==> src/rtl/branch_predictor_table_if.sv <==
// branch_predictor_table_if: lookup/update bus between fetch, branch resolution and the predictor table.
interface branch_predictor_table_if #(
    parameter int PC_W   = 32,
    parameter int IDX_W  = 4,
    parameter int HIST_W = 4
);
    logic [PC_W-1:0]   lookup_pc_i;
    logic [IDX_W-1:0]  lookup_idx_o;
    logic              predict_o;
    logic              ready_o;
    logic              update_i;
    logic [IDX_W-1:0]  update_idx_i;
    logic              result_i;
    logic [HIST_W-1:0] ghr_o;
    modport master (
        output lookup_pc_i, update_i, update_idx_i, result_i,
        input  lookup_idx_o, predict_o, ready_o, ghr_o
    );
    modport slave (
        input  lookup_pc_i, update_i, update_idx_i, result_i,
        output lookup_idx_o, predict_o, ready_o, ghr_o
    );
endinterface

==> src/rtl/branch_predictor_table.sv <==
// branch_predictor_table: table of saturating counters with reset sweep; define BRANCH_PREDICTOR_GSHARE_EN
// to XOR the lookup index with a non-speculative global history register.
module branch_predictor_table #(
    parameter int              PC_W     = 32,
    parameter int              IDX_W    = 4,
    parameter int              CNT_W    = 2,
    parameter logic [CNT_W-1:0] INIT_VAL = {CNT_W{1'b1}},
    parameter int              HIST_W   = 4
) (
    input  logic                     clk_i,
    input  logic                     rst_i,
    branch_predictor_table_if.slave  bus
);
    localparam int ENTRIES = 1 << IDX_W;
    typedef enum logic {INIT, READY} state_t;
    state_t             state_q, state_d;
    logic [IDX_W-1:0]   ptr_q, ptr_d;
    logic [CNT_W-1:0]   cnt_q [ENTRIES];
    logic [CNT_W-1:0]   cnt_d [ENTRIES];
    logic [CNT_W-1:0]   upd_cur;
    logic [IDX_W-1:0]   base, idx;
    logic [HIST_W-1:0]  ghr;
    logic               ready;
    logic               unused_pc;
    assign base      = bus.lookup_pc_i[IDX_W+1:2];
    assign unused_pc = ^{bus.lookup_pc_i[PC_W-1:IDX_W+2], bus.lookup_pc_i[1:0]};
    assign ready     = state_q == READY;
    assign upd_cur   = cnt_q[bus.update_idx_i];
`ifdef BRANCH_PREDICTOR_GSHARE_EN
    logic [HIST_W-1:0] ghr_q, ghr_d;
    logic [HIST_W:0]   ghr_shift;
    assign ghr_shift = {ghr_q, bus.result_i};
    always_comb ghr_d = (ready && bus.update_i) ? ghr_shift[HIST_W-1:0] : ghr_q;
    always_ff @(posedge clk_i) begin
        if (rst_i) ghr_q <= '0;
        else       ghr_q <= ghr_d;
    end
    assign ghr = ghr_q;
    assign idx = base ^ IDX_W'(ghr_q);
`else
    assign ghr = '0;
    assign idx = base;
`endif
    always_comb begin
        state_d = state_q;
        ptr_d   = ptr_q;
        cnt_d   = cnt_q;
        if (state_q == INIT) begin
            cnt_d[ptr_q] = INIT_VAL;
            ptr_d        = ptr_q + 1'b1;
            state_d      = (ptr_q == '1) ? READY : INIT;
        end else if (bus.update_i) begin
            cnt_d[bus.update_idx_i] = bus.result_i ? ((upd_cur == '1) ? upd_cur : upd_cur + 1'b1)
                                                   : ((upd_cur == '0) ? upd_cur : upd_cur - 1'b1);
        end
    end
    always_ff @(posedge clk_i) begin
        if (rst_i) begin
            state_q <= INIT;
            ptr_q   <= '0;
        end else begin
            state_q <= state_d;
            ptr_q   <= ptr_d;
        end
    end
    // Storage is not reset directly; the sweep rewrites every entry after each reset.
    always_ff @(posedge clk_i) cnt_q <= cnt_d;
    assign bus.lookup_idx_o = idx;
    assign bus.ready_o      = ready;
    assign bus.predict_o    = ready ? cnt_q[idx][CNT_W-1] : INIT_VAL[CNT_W-1];
    assign bus.ghr_o        = ghr;
endmodule

==> src/flat_wrapper.sv <==
// flat-port wrapper written by rule: the top's interface ports become plain ports
module branch_predictor_table_flat 
#(
    parameter int              PC_W     = 32,
    parameter int              IDX_W    = 4,
    parameter int              CNT_W    = 2,
    parameter logic [CNT_W-1:0] INIT_VAL = {CNT_W{1'b1}},
    parameter int              HIST_W   = 4
)
  (clk_i, rst_i, bus_lookup_pc_i, bus_update_i, bus_update_idx_i, bus_result_i, bus_lookup_idx_o, bus_predict_o, bus_ready_o, bus_ghr_o);
  branch_predictor_table_if #(.PC_W(PC_W), .IDX_W(IDX_W), .HIST_W(HIST_W)) bus_i ();
  input  logic clk_i;
  input  logic rst_i;
  input wire logic [$bits(bus_i.lookup_pc_i)-1:0] bus_lookup_pc_i;
  input wire logic [$bits(bus_i.update_i)-1:0] bus_update_i;
  input wire logic [$bits(bus_i.update_idx_i)-1:0] bus_update_idx_i;
  input wire logic [$bits(bus_i.result_i)-1:0] bus_result_i;
  output wire logic [$bits(bus_i.lookup_idx_o)-1:0] bus_lookup_idx_o;
  output wire logic [$bits(bus_i.predict_o)-1:0] bus_predict_o;
  output wire logic [$bits(bus_i.ready_o)-1:0] bus_ready_o;
  output wire logic [$bits(bus_i.ghr_o)-1:0] bus_ghr_o;
  assign bus_i.lookup_pc_i = bus_lookup_pc_i;
  assign bus_i.update_i = bus_update_i;
  assign bus_i.update_idx_i = bus_update_idx_i;
  assign bus_i.result_i = bus_result_i;
  assign bus_lookup_idx_o = bus_i.lookup_idx_o;
  assign bus_predict_o = bus_i.predict_o;
  assign bus_ready_o = bus_i.ready_o;
  assign bus_ghr_o = bus_i.ghr_o;
  branch_predictor_table #(.PC_W(PC_W), .IDX_W(IDX_W), .CNT_W(CNT_W), .INIT_VAL(INIT_VAL), .HIST_W(HIST_W)) u_core (.clk_i(clk_i), .rst_i(rst_i), .bus(bus_i));
endmodule
==> config.mk <==
export PLATFORM = sky130hd
export DESIGN_NAME = branch_predictor_table_flat
export DESIGN_NICKNAME = d
export VERILOG_FILES = /design/src/rtl/branch_predictor_table_if.sv /design/src/rtl/branch_predictor_table.sv /design/src/flat_wrapper.sv
export SDC_FILE = /design/constraint.sdc
export NUM_CORES = 1
export LEC_CHECK = 0
export CORE_MARGIN = 1
export CORE_UTILIZATION = 56
export DETAILED_ROUTE_END_ITERATION = 16
export GPL_TIMING_DRIVEN = 0
export PLACE_DENSITY_LB_ADDON = 0.2
export SETUP_SLACK_MARGIN = 0.15
export SYNTH_ARGS = -nofsm -noshare
export SYNTH_HDL_FRONTEND = slang
export SYNTH_SLANG_ARGS = --single-unit
==> constraint.sdc <==
create_clock -name clk_i -period 5.05 [get_ports clk_i]
set_input_delay 1.01 -clock clk_i [delete_from_list [all_inputs] [get_ports clk_i]]
set_output_delay 1.01 -clock clk_i [all_outputs]
set_load 0.1 [all_outputs]
==> impl_metrics.ini <==
[critical_path]
cp-end-kind = output pin
critPathArrivalTime_ps = 3370
cp_cell_sequence = clkdlybuf4s50_1, mux4_2, mux4_2, nand2b_1, dlymetal6s2s_1
cp_max_fo = 5
worst-path-stages = 5
cp.required_ps = 4040
critPathMaxStageDelay_ps = 670
timing.critical_path.mode_cell = mux4_2
crit_buf_inv = 2
cp_top_family = buffers and inverters
start_kind = primary input
critical_path_class = primary input to output pin
reg2reg_setup_slack_ps = 2810
slowest_stage = clkdlybuf4s50_1
worstRegToRegCells = 5

[floorplan]
core_area_sq_mm = 0.00432
die_width_um = 69.1
die_area_sq_mm = 0.00477
rows = 24
start_util_pct = 58.2
die_h_um = 69.1
io-pin-count = 50

[grt]
grt_pass1_wl_mm = 11.7
antenna_found_initial = 0
use_met3_pct = 9.50
grt_max_degree = 11
grtUsageMet1_pct = 44.8
grt_pass1_vias = 2173
top_usage_layer = met2
grt_util_all_layers_pct = 32.2
overflow = 0
grt.met2_usage_pct = 48.3

[final_layout]
fin_cells = 321
regArea_sq_mm = 0.00106
drive_gt1_share_pct = 13.4
nets = 312
utilization_pct = 65.6
multiInputGateArea_sq_mm = 0.00129
syn2layout_area_growth_pct = 12.7
fillerInstances = 368
num_antenna_cells = 0

[clock_tree]
holdBufCountCts = 0
cts_max_level = 2
cts.reportedPaths.clkPinSlew_ps = 70
cts_made_buffers = 5
cts_sinks = 37
cts_tree = yes
clockBufferDepth = 2
cts_setup_buffers = 0
worst_skew_pair.late_latency_ps = 300
clockRootBuffer = clkbuf_8

[job]
cap_violations = 0

[synthesis]
synth_top_area_share_pct = 38.2
ys_seq_area_share_pct = 42.1
syn_inst = 242
avgSynthCellArea_sq_um = 10.4
synthTopCellsByArea = edfxtp_1 38%, mux4_2 8.0%, a21oi_1 4.8%
yosysUniqueCellTypes = 43
ys_warn_count = 0
asyncSetResetFlopFracSynth_pct = 0
yosys-top-cells-count = 32 x edfxtp_1, 24 x a21oi_1, 20 x o21ai_0
yosysMostFrequentCell = edfxtp_1
synth_edf_count = 32
synth_area_sq_mm = 0.00252
synth-main-ff-cell = edfxtp_1
synth_area_leader_cell = edfxtp_1
synth-seq-cells = 37

[timing]
post-route-min-period_ps = 4380
setup_violations = 0
post-route-period-util_pct = 86.7
clock.fmax_ghz = 0.228
tightestPinTransition_ps = 971
slew_headroom_pct = 35.2
hold_violations = 0
setup_tns_ps = 0
slew_violations = 0
skew_ps = 8.05
rsz0062_at_grt = false

[detailed_routing]
dr.pass1.iters = 6
detail-route-antenna-nets = 0
vias_per_cell = 7.15
initialDrtViolationCount = 593
wl_per_cell_um = 22.8
drc_errors = 0
vias = 2294
finalWirelength_mm = 7.31

[outcome]
status = finished, final reports clean

[power]
p_leak_uw = 0.000932
ir_drop_v = 0.000154
power.density_mw_per_mm2 = 313

[hold_path]
min_delay_path_depth = 2
min_path_type = register to register

[place]
dp_cells = 313
gp_congestion = 0.934
dp_hpwl_mm = 5.30
portBuffers = 16
==> flip-flops by register name, indices dropped and copies added, names as in the netlist <==
name	count
u_core.cnt_q	32
u_core.ptr_q	4
u_core.bus.ready_o	1
==> final timing paths <==
kind | startpoint | end
worst min-delay path | u_core.ptr_q[1] | u_core.ptr_q[1]
worst max register to register | u_core.cnt_q[23] | u_core.cnt_q[23]
worst max-delay path | bus_lookup_pc_i[2] | bus_predict_o
worst min register to register | u_core.ptr_q[1] | u_core.ptr_q[1]
==> power breakdown <==
part / total [uW] / internal (uW) / switching [uW]
clock network: 205 / 98.2 / 107
registers: 442 / 395 / 46.7
logic: 241 / 107 / 134
total: 888 / 600 / 288
==> stage by stage <==
stage,cell area [sq um],hold slack (ps),setup slack [ps],power (uW)
after CTS,2840,588,156,878
after global placement,2760,567,245,668
after global routing,2840,630,629,923
after floorplan,2530,536,1470,605
after detailed placement,2760,587,163,679
final,2840,580,673,888
==> routing by layer <==
layer | vias to the layer above | share of wire [%]
met5 | - | 0
met1 | 1077 | 38
met3 | 26 | 14
li1 | 994 | -
met2 | 197 | 45
met4 | 0 | 2.8
==> worst reg2reg max path, stage by stage, from the launching register on <==
cell,delay [ps]
edfxtp_1,470
mux4_1,600
a22oi_1,410
a2111oi_2,150
nand2_1,180
o221ai_1,150
==> area by class of cell <==
type                       count  share of cell area, %
buffer                        30                   5.51
clock buffer                   8                   2.82
inverter                       5                  0.661
multi-input combinational    173                   45.6
sequential                    37                   37.4
tap                           52                   2.29
timing repair buffer          16                   5.73
==> cells by family (layout without fill, tap and decap cells) <==
kind of cell | after synthesis | count (layout) | synth area share, %
simple gates | 51 | 51 | 10.4
mux | 20 | 20 | 13.9
flops | 37 | 37 | 42.1
buf+inv | 35 | 59 | 6.95
fa+ha+maj | 6 | 6 | 2.83
compound gates | 89 | 89 | 22.7
xor+xnor | 3 | 3 | 1.04
other cells | 1 | 4 | 0.149
==> cell usage in the layout (no fill, tap or decap), drive strengths merged, types with 3 or more instances in the layout <==
master and n:
o221ai 8, ha 4, mux4 11, buf 16, conb 4, nor3 6
o21ai 20, nand3 4, clkbuf 22, clkdlybuf4s50 15, and3 3, edfxtp 32
a31oi 7, o22ai 15, o32ai 8, dfxtp 5, inv 5, mux2 3
a21oi 24, mux2i 6, nor2b 5, nor2 14, nand2b 4, nand2 9
==> repair_timing <==
item / in CTS / in global routing
resized for setup: 0 / 1
hold endpoints to repair: 0 / 0
endpoints found under the setup margin: 0 / 1
No activity file was read; power rests on OpenSTA's default activity.
